==> config.mk <==
export PLATFORM = sky130hd
export DESIGN_NAME = spi_flash_responder
export DESIGN_NICKNAME = d
export VERILOG_FILES = /design/src/rtl/spi_flash_responder.sv
export SDC_FILE = /design/constraint.sdc
export NUM_CORES = 1
export LEC_CHECK = 0
export BUFFER_PORTS_ARGS = -buffer_cell sky130_fd_sc_hd__buf_4
export CAP_MARGIN = 25
export CORE_MARGIN = 8
export CORE_UTILIZATION = 55
export CTS_CLUSTER_SIZE = 16
export DETAILED_ROUTE_END_ITERATION = 6
export PLACE_DENSITY = 0.82
export SKIP_LAST_GASP = 1
export SYNTH_ARGS = -nofsm -noshare
export SYNTH_HDL_FRONTEND = slang
export SYNTH_SLANG_ARGS = --single-unit
==> constraint.sdc <==
create_clock -name clk_48mhz -period 2.4 [get_ports clk_48mhz]
set_input_delay 0 -clock clk_48mhz [delete_from_list [all_inputs] [get_ports clk_48mhz]]
set_output_delay 0 -clock clk_48mhz [all_outputs]
set_load 0.005 [all_outputs]
==> src/rtl/spi_flash_responder.sv <==
// SPI mode-0 flash target emulator: oversampled SPI front end, command decoder
// and byte-wide memory port for read, program, erase, ID, status and power-down.
module spi_flash_responder #(
    parameter logic [23:0] JEDEC_ID = 24'hEF4016
) (
    input  logic        clk_48mhz,
    input  logic        reset,
    input  logic        spi_cs,
    input  logic        spi_sck,
    input  logic        spi_mosi,
    output logic        spi_miso,
    output logic [23:0] mem_addr,
    output logic        mem_rd,
    input  logic [7:0]  mem_rdata,
    output logic        mem_wr,
    output logic [7:0]  mem_wdata,
    output logic        mem_erase,
    output logic        powered_down
);

    typedef enum logic [3:0] {
        IDLE, CMD, ADDR, DUMMY, RDATA, WDATA, STAT, JEDEC, IGNORE
    } state_t;

    state_t      state;
    logic [1:0]  cs_sync, sck_sync, mosi_sync;
    logic        cs_q, sck_q;
    logic        cs_s, sck_s, mosi_s;
    logic        cs_rise, cs_fall, sck_rise, sck_fall;
    logic [2:0]  bit_cnt;
    logic [5:0]  bit_total;
    logic [7:0]  rx_shift, rx_byte;
    logic [7:0]  tx_shift, tx_next, load_byte;
    logic        load_pending;
    logic [7:0]  cmd;
    logic [23:0] addr;
    logic [1:0]  addr_cnt;
    logic [1:0]  id_idx;
    logic        wel, pd_pending;
    logic        rd_q;
    logic [7:0]  rdata_q;

    assign cs_s      = cs_sync[1];
    assign sck_s     = sck_sync[1];
    assign mosi_s    = mosi_sync[1];
    assign cs_rise   = cs_s & ~cs_q;
    assign cs_fall   = ~cs_s & cs_q;
    assign sck_rise  = sck_s & ~sck_q;
    assign sck_fall  = ~sck_s & sck_q;
    assign rx_byte   = {rx_shift[6:0], mosi_s};
    assign load_byte = (state == RDATA) ? rdata_q : tx_next;

    always_ff @(posedge clk_48mhz) begin
        if (reset) begin
            cs_sync   <= 2'b11;
            sck_sync  <= '0;
            mosi_sync <= '0;
            cs_q      <= 1'b1;
            sck_q     <= 1'b0;
        end else begin
            cs_sync   <= {cs_sync[0], spi_cs};
            sck_sync  <= {sck_sync[0], spi_sck};
            mosi_sync <= {mosi_sync[0], spi_mosi};
            cs_q      <= cs_s;
            sck_q     <= sck_s;
        end
    end

    always_ff @(posedge clk_48mhz) begin
        if (reset) begin
            state        <= IDLE;
            spi_miso     <= 1'b0;
            mem_addr     <= '0;
            mem_rd       <= 1'b0;
            mem_wr       <= 1'b0;
            mem_wdata    <= '0;
            mem_erase    <= 1'b0;
            powered_down <= 1'b0;
            bit_cnt      <= '0;
            bit_total    <= '0;
            rx_shift     <= '0;
            tx_shift     <= '0;
            tx_next      <= '0;
            load_pending <= 1'b0;
            cmd          <= '0;
            addr         <= '0;
            addr_cnt     <= '0;
            id_idx       <= '0;
            wel          <= 1'b0;
            pd_pending   <= 1'b0;
            rd_q         <= 1'b0;
            rdata_q      <= '0;
        end else begin
            mem_rd    <= 1'b0;
            mem_wr    <= 1'b0;
            mem_erase <= 1'b0;
            rd_q      <= mem_rd;
            if (rd_q)
                rdata_q <= mem_rdata;

            // cs rise is checked first so it overrides a byte completing in the same cycle
            if (cs_rise) begin
                state        <= IDLE;
                bit_cnt      <= '0;
                bit_total    <= '0;
                rx_shift     <= '0;
                tx_shift     <= '0;
                spi_miso     <= 1'b0;
                load_pending <= 1'b0;
                if (cmd == 8'h20 && wel && bit_total == 6'd32) begin
                    mem_erase <= 1'b1;
                    mem_addr  <= {addr[23:12], 12'h000};
                end
                if (cmd == 8'h02 || cmd == 8'h20)
                    wel <= 1'b0;
                if (pd_pending)
                    powered_down <= 1'b1;
                pd_pending <= 1'b0;
                cmd        <= '0;
            end else if (state == IDLE) begin
                if (cs_fall) begin
                    state     <= CMD;
                    bit_cnt   <= '0;
                    bit_total <= '0;
                    rx_shift  <= '0;
                    addr_cnt  <= '0;
                end
            end else if (sck_rise) begin
                bit_cnt  <= bit_cnt + 3'd1;
                rx_shift <= rx_byte;
                if (bit_total != 6'h3F)
                    bit_total <= bit_total + 6'd1;
                if (bit_cnt == 3'd7) begin
                    case (state)
                        CMD: begin
                            if (powered_down && rx_byte != 8'hAB) begin
                                state <= IGNORE;
                                cmd   <= 8'hFF;
                            end else begin
                                cmd   <= rx_byte;
                                state <= IGNORE;
                                case (rx_byte)
                                    8'h03, 8'h0B, 8'h02, 8'h20: begin
                                        state    <= ADDR;
                                        addr_cnt <= '0;
                                    end
                                    8'h9F: begin
                                        state        <= JEDEC;
                                        tx_next      <= JEDEC_ID[23:16];
                                        id_idx       <= 2'd1;
                                        load_pending <= 1'b1;
                                    end
                                    8'h05: begin
                                        state        <= STAT;
                                        tx_next      <= {6'b0, wel, 1'b0};
                                        load_pending <= 1'b1;
                                    end
                                    8'h06:   wel          <= 1'b1;
                                    8'h04:   wel          <= 1'b0;
                                    8'hB9:   pd_pending   <= 1'b1;
                                    8'hAB:   powered_down <= 1'b0;
                                    default: ;
                                endcase
                            end
                        end
                        ADDR: begin
                            addr     <= {addr[15:0], rx_byte};
                            addr_cnt <= addr_cnt + 2'd1;
                            if (addr_cnt == 2'd2) begin
                                case (cmd)
                                    8'h03: begin
                                        state        <= RDATA;
                                        mem_rd       <= 1'b1;
                                        mem_addr     <= {addr[15:0], rx_byte};
                                        load_pending <= 1'b1;
                                    end
                                    8'h0B:   state <= DUMMY;
                                    8'h02:   state <= WDATA;
                                    default: state <= IGNORE;
                                endcase
                            end
                        end
                        DUMMY: begin
                            state        <= RDATA;
                            mem_rd       <= 1'b1;
                            mem_addr     <= addr;
                            load_pending <= 1'b1;
                        end
                        RDATA: begin
                            addr         <= addr + 24'd1;
                            mem_rd       <= 1'b1;
                            mem_addr     <= addr + 24'd1;
                            load_pending <= 1'b1;
                        end
                        WDATA: begin
                            if (wel) begin
                                mem_wr    <= 1'b1;
                                mem_wdata <= rx_byte;
                                mem_addr  <= addr;
                            end
                            addr[7:0] <= addr[7:0] + 8'd1;
                        end
                        STAT: begin
                            tx_next      <= {6'b0, wel, 1'b0};
                            load_pending <= 1'b1;
                        end
                        JEDEC: begin
                            case (id_idx)
                                2'd1:    tx_next <= JEDEC_ID[15:8];
                                2'd2:    tx_next <= JEDEC_ID[7:0];
                                default: tx_next <= '0;
                            endcase
                            if (id_idx != 2'd3)
                                id_idx <= id_idx + 2'd1;
                            load_pending <= 1'b1;
                        end
                        default: ;
                    endcase
                end
            end else if (sck_fall) begin
                if (state == RDATA || state == STAT || state == JEDEC) begin
                    if (load_pending) begin
                        tx_shift     <= load_byte;
                        spi_miso     <= load_byte[7];
                        load_pending <= 1'b0;
                    end else begin
                        tx_shift <= {tx_shift[6:0], 1'b0};
                        spi_miso <= tx_shift[6];
                    end
                end else begin
                    spi_miso <= 1'b0;
                end
            end
        end
    end

endmodule

**Word level (Yosys, flattened, before mapping)**

Index checks and enable logic that the tools add are counted.

- Bits in registers: 128
- Input port bits: 13
- Output and inout bits: 37
- Logic and storage cells: 228

- Add/subtract/negate cells: 6
- Equality and inequality tests: 51
- Mux-type cells: 80
- Bitwise gates (word level): 14
- Reductions and logical operators: 49

Operator list:

| kind | count |
|---|---|
| $mux 24 | 8 |
| $pmux 24 s4 | 1 |
| $pmux 8 s3 | 2 |
| $pmux 4 s3 | 3 |
| $eq 8x2->1 const B | 4 |
| $pmux 16 s2 | 1 |
| $mux 1 | 29 |
| $mux 7 | 4 |
| $reduce_and 7->1 | 4 |
| $add 24x1->24 const B | 1 |
| $eq 8x3->1 const B | 3 |
| $eq 8x8->1 const B | 3 |
| $mux 4 | 6 |
| $mux 6 | 4 |
| $mux 8 | 3 |
| $reduce_bool 2->1 | 11 |
| $ne 3x3->1 const B | 7 |
| $mux 2 | 9 |
| $eq 4x3->1 const B | 4 |
| $eq 8x4->1 const B | 2 |
| $eq 8x6->1 const B | 2 |
| $pmux 8 s2 | 1 |
| $reduce_and 8->1 | 2 |
| $reduce_and 5->1 | 3 |
| other kinds (39) | 83 |

**Logic depth before layout (Yosys ltp)**

- Word-level depth: 8
- Mapped depth: 10

**Worst setup path after synthesis**

OpenSTA, ideal clock, no wires.

- Path kind: flip-flop to flip-flop
- Start: register bit_cnt[0]
- End: register mem_addr[0]
- Setup time: 0.117 ns
- Arrival: 2.251 ns
- Data required time: 2.283 ns
- Slack: 0.032 ns
- Cell stages (with the launch flop): 11
- Path buffers: 2
- Period minus slack after synthesis: 2.368 ns
- Cell sequence: dfxtp_1 ha_1 ha_1 nand2_1 or4_1 buf_2 a221o_1 nand2_2 nor2_1 buf_2 a22o_1

- Cells in the longest elaborated chain, start to end: 3

Ends and longest elaborated chain:

| item | RTL line | RTL |
|---|---|---|
| start: declaration | 30 | `logic [2:0] bit_cnt;` |
| start signal: assignment | 129 | `bit_cnt <= bit_cnt + 3'd1;` |
| $eq 3x3->1 | 133 | `if (bit_cnt == 3'd7) begin` |
| $reduce_bool 2->1 (no source line) | - |  |
| $reduce_and 8->1 (no source line) | - |  |
| end signal: assignment | 174 | `mem_addr <= {addr[15:0], rx_byte};` |
| end signal: assignment | 186 | `mem_addr <= addr;` |
| end signal: assignment | 192 | `mem_addr <= addr + 24'd1;` |
| end: declaration | 12 | `output logic [23:0] mem_addr,` |

Every way passes these cells.
A chain may end at the register's enable or synchronous reset.

**Worst setup path in the final report**

- Start: register bit_cnt[0]
- End: register mem_addr[10]

Same word-level chain as after synthesis.

==> results <==
- The worst hold path passes through 3 cells.
- The overall power is 4.83 mW.
- The critical path's slowest cell is or4_1.
- The CTS sink count is 125.
- The number of cells on the worst reg-to-reg path is 9.
- The number of vias in the routed layout is 7,025.
- In this run the power spent charging and discharging nets is 0.993 mW.
- Counting every net in the synthesized netlist gives 886.
- The via count of the first global-routing pass is 6,552.
- The cell repeated most along the worst path is ha_1.
- The worst setup path is captured at a register.
- For this design the ratio of total power to cell area is 572 nW/µm².
- Of the total power, registers draw 43.3%.
- TritonCTS created 17 clock buffers.
- The proportion of layout cells with a drive suffix above 1 is 20.2%.
- The fraction of the cycle the final worst path needs is 96.5%.
- Clock-pin slew was measured on the worst setup and hold paths at 0.05 ns.
- The placed standard-cell area is 7600 µm².
- By area the synthesized netlist is led by dfxtp_1 37%, nor2_1 7.1%, a21oi_1 5.5%, nand2_1 3.8%, o21ai_0 3.5%.
- The adder and majority gate portion of the synthesized area is 2.04%.
- The setup TNS is 0 ns.
- The nature of the critical path startpoint is a register.
- The number of antenna violations at the first check in global routing came to 0.
- The proportion of netlist area held by the largest area contributor is 37.1%.
- After synthesis, flip-flops and latches occupy 37.1% of the total area.
- The internal power of the cells totals 3.83 mW.
- The xor/xnor cell area share of the yosys netlist is 1.43%.
- The cell row count is 40.
- The clock tree root driver cell is clkbuf_16.
- The largest driver fanout on the critical path is 4.
- In this run the critical register-to-register path is launched from bit_cnt[0].
- The signal on the critical path passes through ha_1, ha_1, nand2_2, or4_1, a221o_1, nand2_4, buf_4, o2111ai_1, o21ai_0.
- In this run the tool buffered the top-level ports with 49 buffer cells.
- Net switching is 20.6% of the power.
- Data arrives at the worst endpoint at 2.61 ns.
- The main combinational cell family by area after synthesis is simple AND/OR/NAND/NOR gates.
- The total congestion overflow after global routing is 0.
- The most frequently used flop master after synthesis is dfxtp_1.
- Across every metal layer, demand over resource in global routing totals 24.9%.
- After routing the design area is 8440 µm².
- The maximum number of pins on one net before global-route repair is 46.
- The clock share of power is 53.5%.
- The share of flip-flops with an asynchronous set or reset after synthesis is 0%.
- From left edge to right edge, the die measures 127 µm.
- At the pin with the least slew margin, the transition time is 0.648 ns.
- Measured against the total synthesized area, the mux share comes to 3.32%.
- On the final layout, the worst clock skew is 0.00693 ns.
- The per-instance average area after synthesis is 7.84 µm².
- For this run, the top clock speed supported by timing is 432 MHz.
- For this run, design rule violations remaining after detail routing come to 0.
- The tool flagged a number of max-cap violations equal to 0.
- The dominant cell type by area after synthesis is dfxtp_1.
- In this run the number of H-tree levels came out at 4.
- The share of total power dissipated in combinational logic is 3.2%.
- The ratio of routed vias to standard cells is 6.35.
- The critical path in this run is classified as register to register.
- After synthesis, the netlist uses 77 different library cells.
- The library cell with the highest instance count after synthesis is nor2_1.
- The die area is 16,100 µm².
- The number of setup violations in the final report is 0.
- The core region is 12,000 µm².
- Counting both buffers and inverters, the worst setup path holds a total of 1.
- The CTS tree is done.
- For the finished layout, the period the worst path requires is 2.32 ns.
- The sum of net half-perimeters after detailed placement is 13,900 µm.
- Wires add up to 20,600 µm.
- At the worst endpoint, the required time is 2.70 ns.
- In this run, synthesis inferred 0 flip-flops with an integrated enable.
- The launch point of the worst path is bit_cnt[0].
- From synthesis to final layout, the design area changed by 25.0%.
- The peak supply drop is 0.767 mV.
- The first-pass iteration count of the detailed router is 5.
- In this run the worst setup path terminates at mem_addr[10].
- The gate family responsible for the most delay along the worst path is simple AND/OR/NAND/NOR gates.
- For this block, the initial DRC count from the detailed router was 907.
- The synthesized netlist devotes 25.9% of its cell area to simple gates.
- In this run the register-to-register setup slack is 0.08 ns.
- The warning count from the yosys run is 0.
- The endpoint identified for the worst register-to-register timing path is mem_addr[10].
- The netlist area before placement is 6750 µm².
- The antenna diode instance count is 0.
- The clock latency on the worst-skew pair is 0.42 ns.
- Pin placement for this block handled 50 I/O pins.
- The height of the chip is 127 µm.
- The tightest hold path in the finished design has a slack of 0.316 ns.
- The logic depth of the worst path, buffers included is 9.
- The min-delay analysis places its worst path in the category primary input to register.
- The remaining antenna violation count after routing is 0.
- The clock passes through at most 2 buffers.
- The effective utilization at floorplan is 56.2%.
- The commonest cells after synthesis are 127 x nor2_1, 125 x dfxtp_1, 74 x a21oi_1.
- Counting every instance in the synthesized netlist gives 862.
- The headroom to the max-slew limit is 56.7%.
- The number of hold violations in the final report came to 0.
- For this run, the post-layout net count is 971.
- In this run the static leakage power is 3.09 nW.
- In the final routed layout, each cell accounts on average for 18.6 µm.
- The synthesized netlist devotes 24.2% of its cell area to compound gates.
- The first global-routing pass estimated 32,700 µm of wire.
- The number of storage elements in the synthesis netlist is 125.
- The largest stage delay on the critical path is 0.51 ns.
- The max-slew violation count was 0.
- The congestion estimate from routability-driven global placement came to 0.989.
- The flow ran to the end, and the final reports show no timing, DRC or antenna violations.
-- worst min path at each step --
| stage | startpoint | endpoint | slack, ns |
|---|---|---|---|
| 3_3_place_gp | spi_cs | cs_sync[0] | 0.19 |
| 3_5_place_dp | spi_cs | cs_sync[0] | 0.19 |
| 4_1_cts | spi_cs | cs_sync[0] | 0.30 |
| 5_1_grt | spi_cs | cs_sync[0] | 0.31 |
| 6_report | spi_cs | cs_sync[0] | 0.32 |
| 2_1_floorplan | spi_cs | cs_sync[0] | 0.10 |
-- cells in the final DEF, fill, tap and decap left out, types with 15 or more instances in the layout --
| cell | instances |
|---|---|
| a211oi_1 | 19 |
| a21oi_1 | 74 |
| a22oi_1 | 23 |
| buf_4 | 129 |
| clkbuf_16 | 18 |
| dfxtp_1 | 123 |
| inv_1 | 15 |
| mux2i_1 | 19 |
| nand2_1 | 67 |
| nand3_1 | 31 |
| nor2_1 | 126 |
| nor2b_1 | 16 |
| nor3_1 | 25 |
| o21ai_0 | 46 |
-- cells by family (layout without fill, tap and decap cells) --
group,after synthesis,after routing
AOI/OAI and AO/OA,250,250
xor gates and xnor gates,11,11
adders and majority gates,11,11
buffers and inverters,97,194
DFF,125,125
muxes,22,22
and+or+nand+nor,346,346
-- layout make-up --
| type | instances | area (µm²) |
|---|---|---|
| fill | 960 | 3570 |
| timing repair buffer | 148 | 1200 |
| sequential | 125 | 2500 |
| clock inverter | 5 | 78.8 |
| tap | 147 | 184 |
| clock buffer | 26 | 519 |
| multi-input combinational | 640 | 3900 |
| inverter | 15 | 56.3 |
-- flip-flops by register name, indices dropped and copies added, names as in the netlist, 3 cells and up --
| signal | cells |
|---|---|
| state | 4 |
| rdata_q | 8 |
| mem_wdata | 8 |
| addr | 24 |
| tx_next | 5 |
| mem_addr | 24 |
| bit_cnt | 3 |
| bit_total | 6 |
| tx_shift | 7 |
| rx_shift | 7 |
| cmd | 8 |
-- through the flow --
stage	cells	util, %	setup WS (ns)
CTS	1100	69.4	0.00275
global route	1106	70.3	-0.00463
finish	1106	70.3	0.0829
floorplan	862	-	0.0325
global placement	1055	63.2	0.105
detailed placement	1055	63.2	0.0236
-- repair_timing --
action | in CTS | in global routing
setup buffers | 1 | 3
gates cloned | 0 | 2
resized for setup | 0 | 12
hold endpoints to repair | 19 | 0
pin swaps | 1 | 4
setup endpoints to repair | 6 | 31
hold buffers | 13 | 0
-- tightest hold or removal path: cells and delay by family --
family / cells / cell delay [ns]
AND/OR/NAND/NOR: 1 / 0.08
buffers and inverters: 2 / 0.61
-- per-layer routing --
| layer | part of all wire (%) | GRT usage (%) | vias up |
|---|---|---|---|
| met5 | 0 | 0 | - |
| met4 | 4.0 | 13.6 | 0 |
| met3 | 8.6 | 6.07 | 86 |
| met2 | 47 | 40.0 | 409 |
| met1 | 40 | 30.2 | 3235 |
| li1 | - | - | 3295 |
-- power by group through the flow --
stage	combinational, mW	sequential [mW]	clock, mW
2_1_floorplan	0.0813	2.13	0
3_3_place_gp	0.132	2.13	0
3_5_place_dp	0.132	2.13	0
4_1_cts	0.149	2.09	2.61
5_1_grt	0.167	2.09	2.69
6_report	0.157	2.09	2.58
Power figures use the tool's default switching activity.
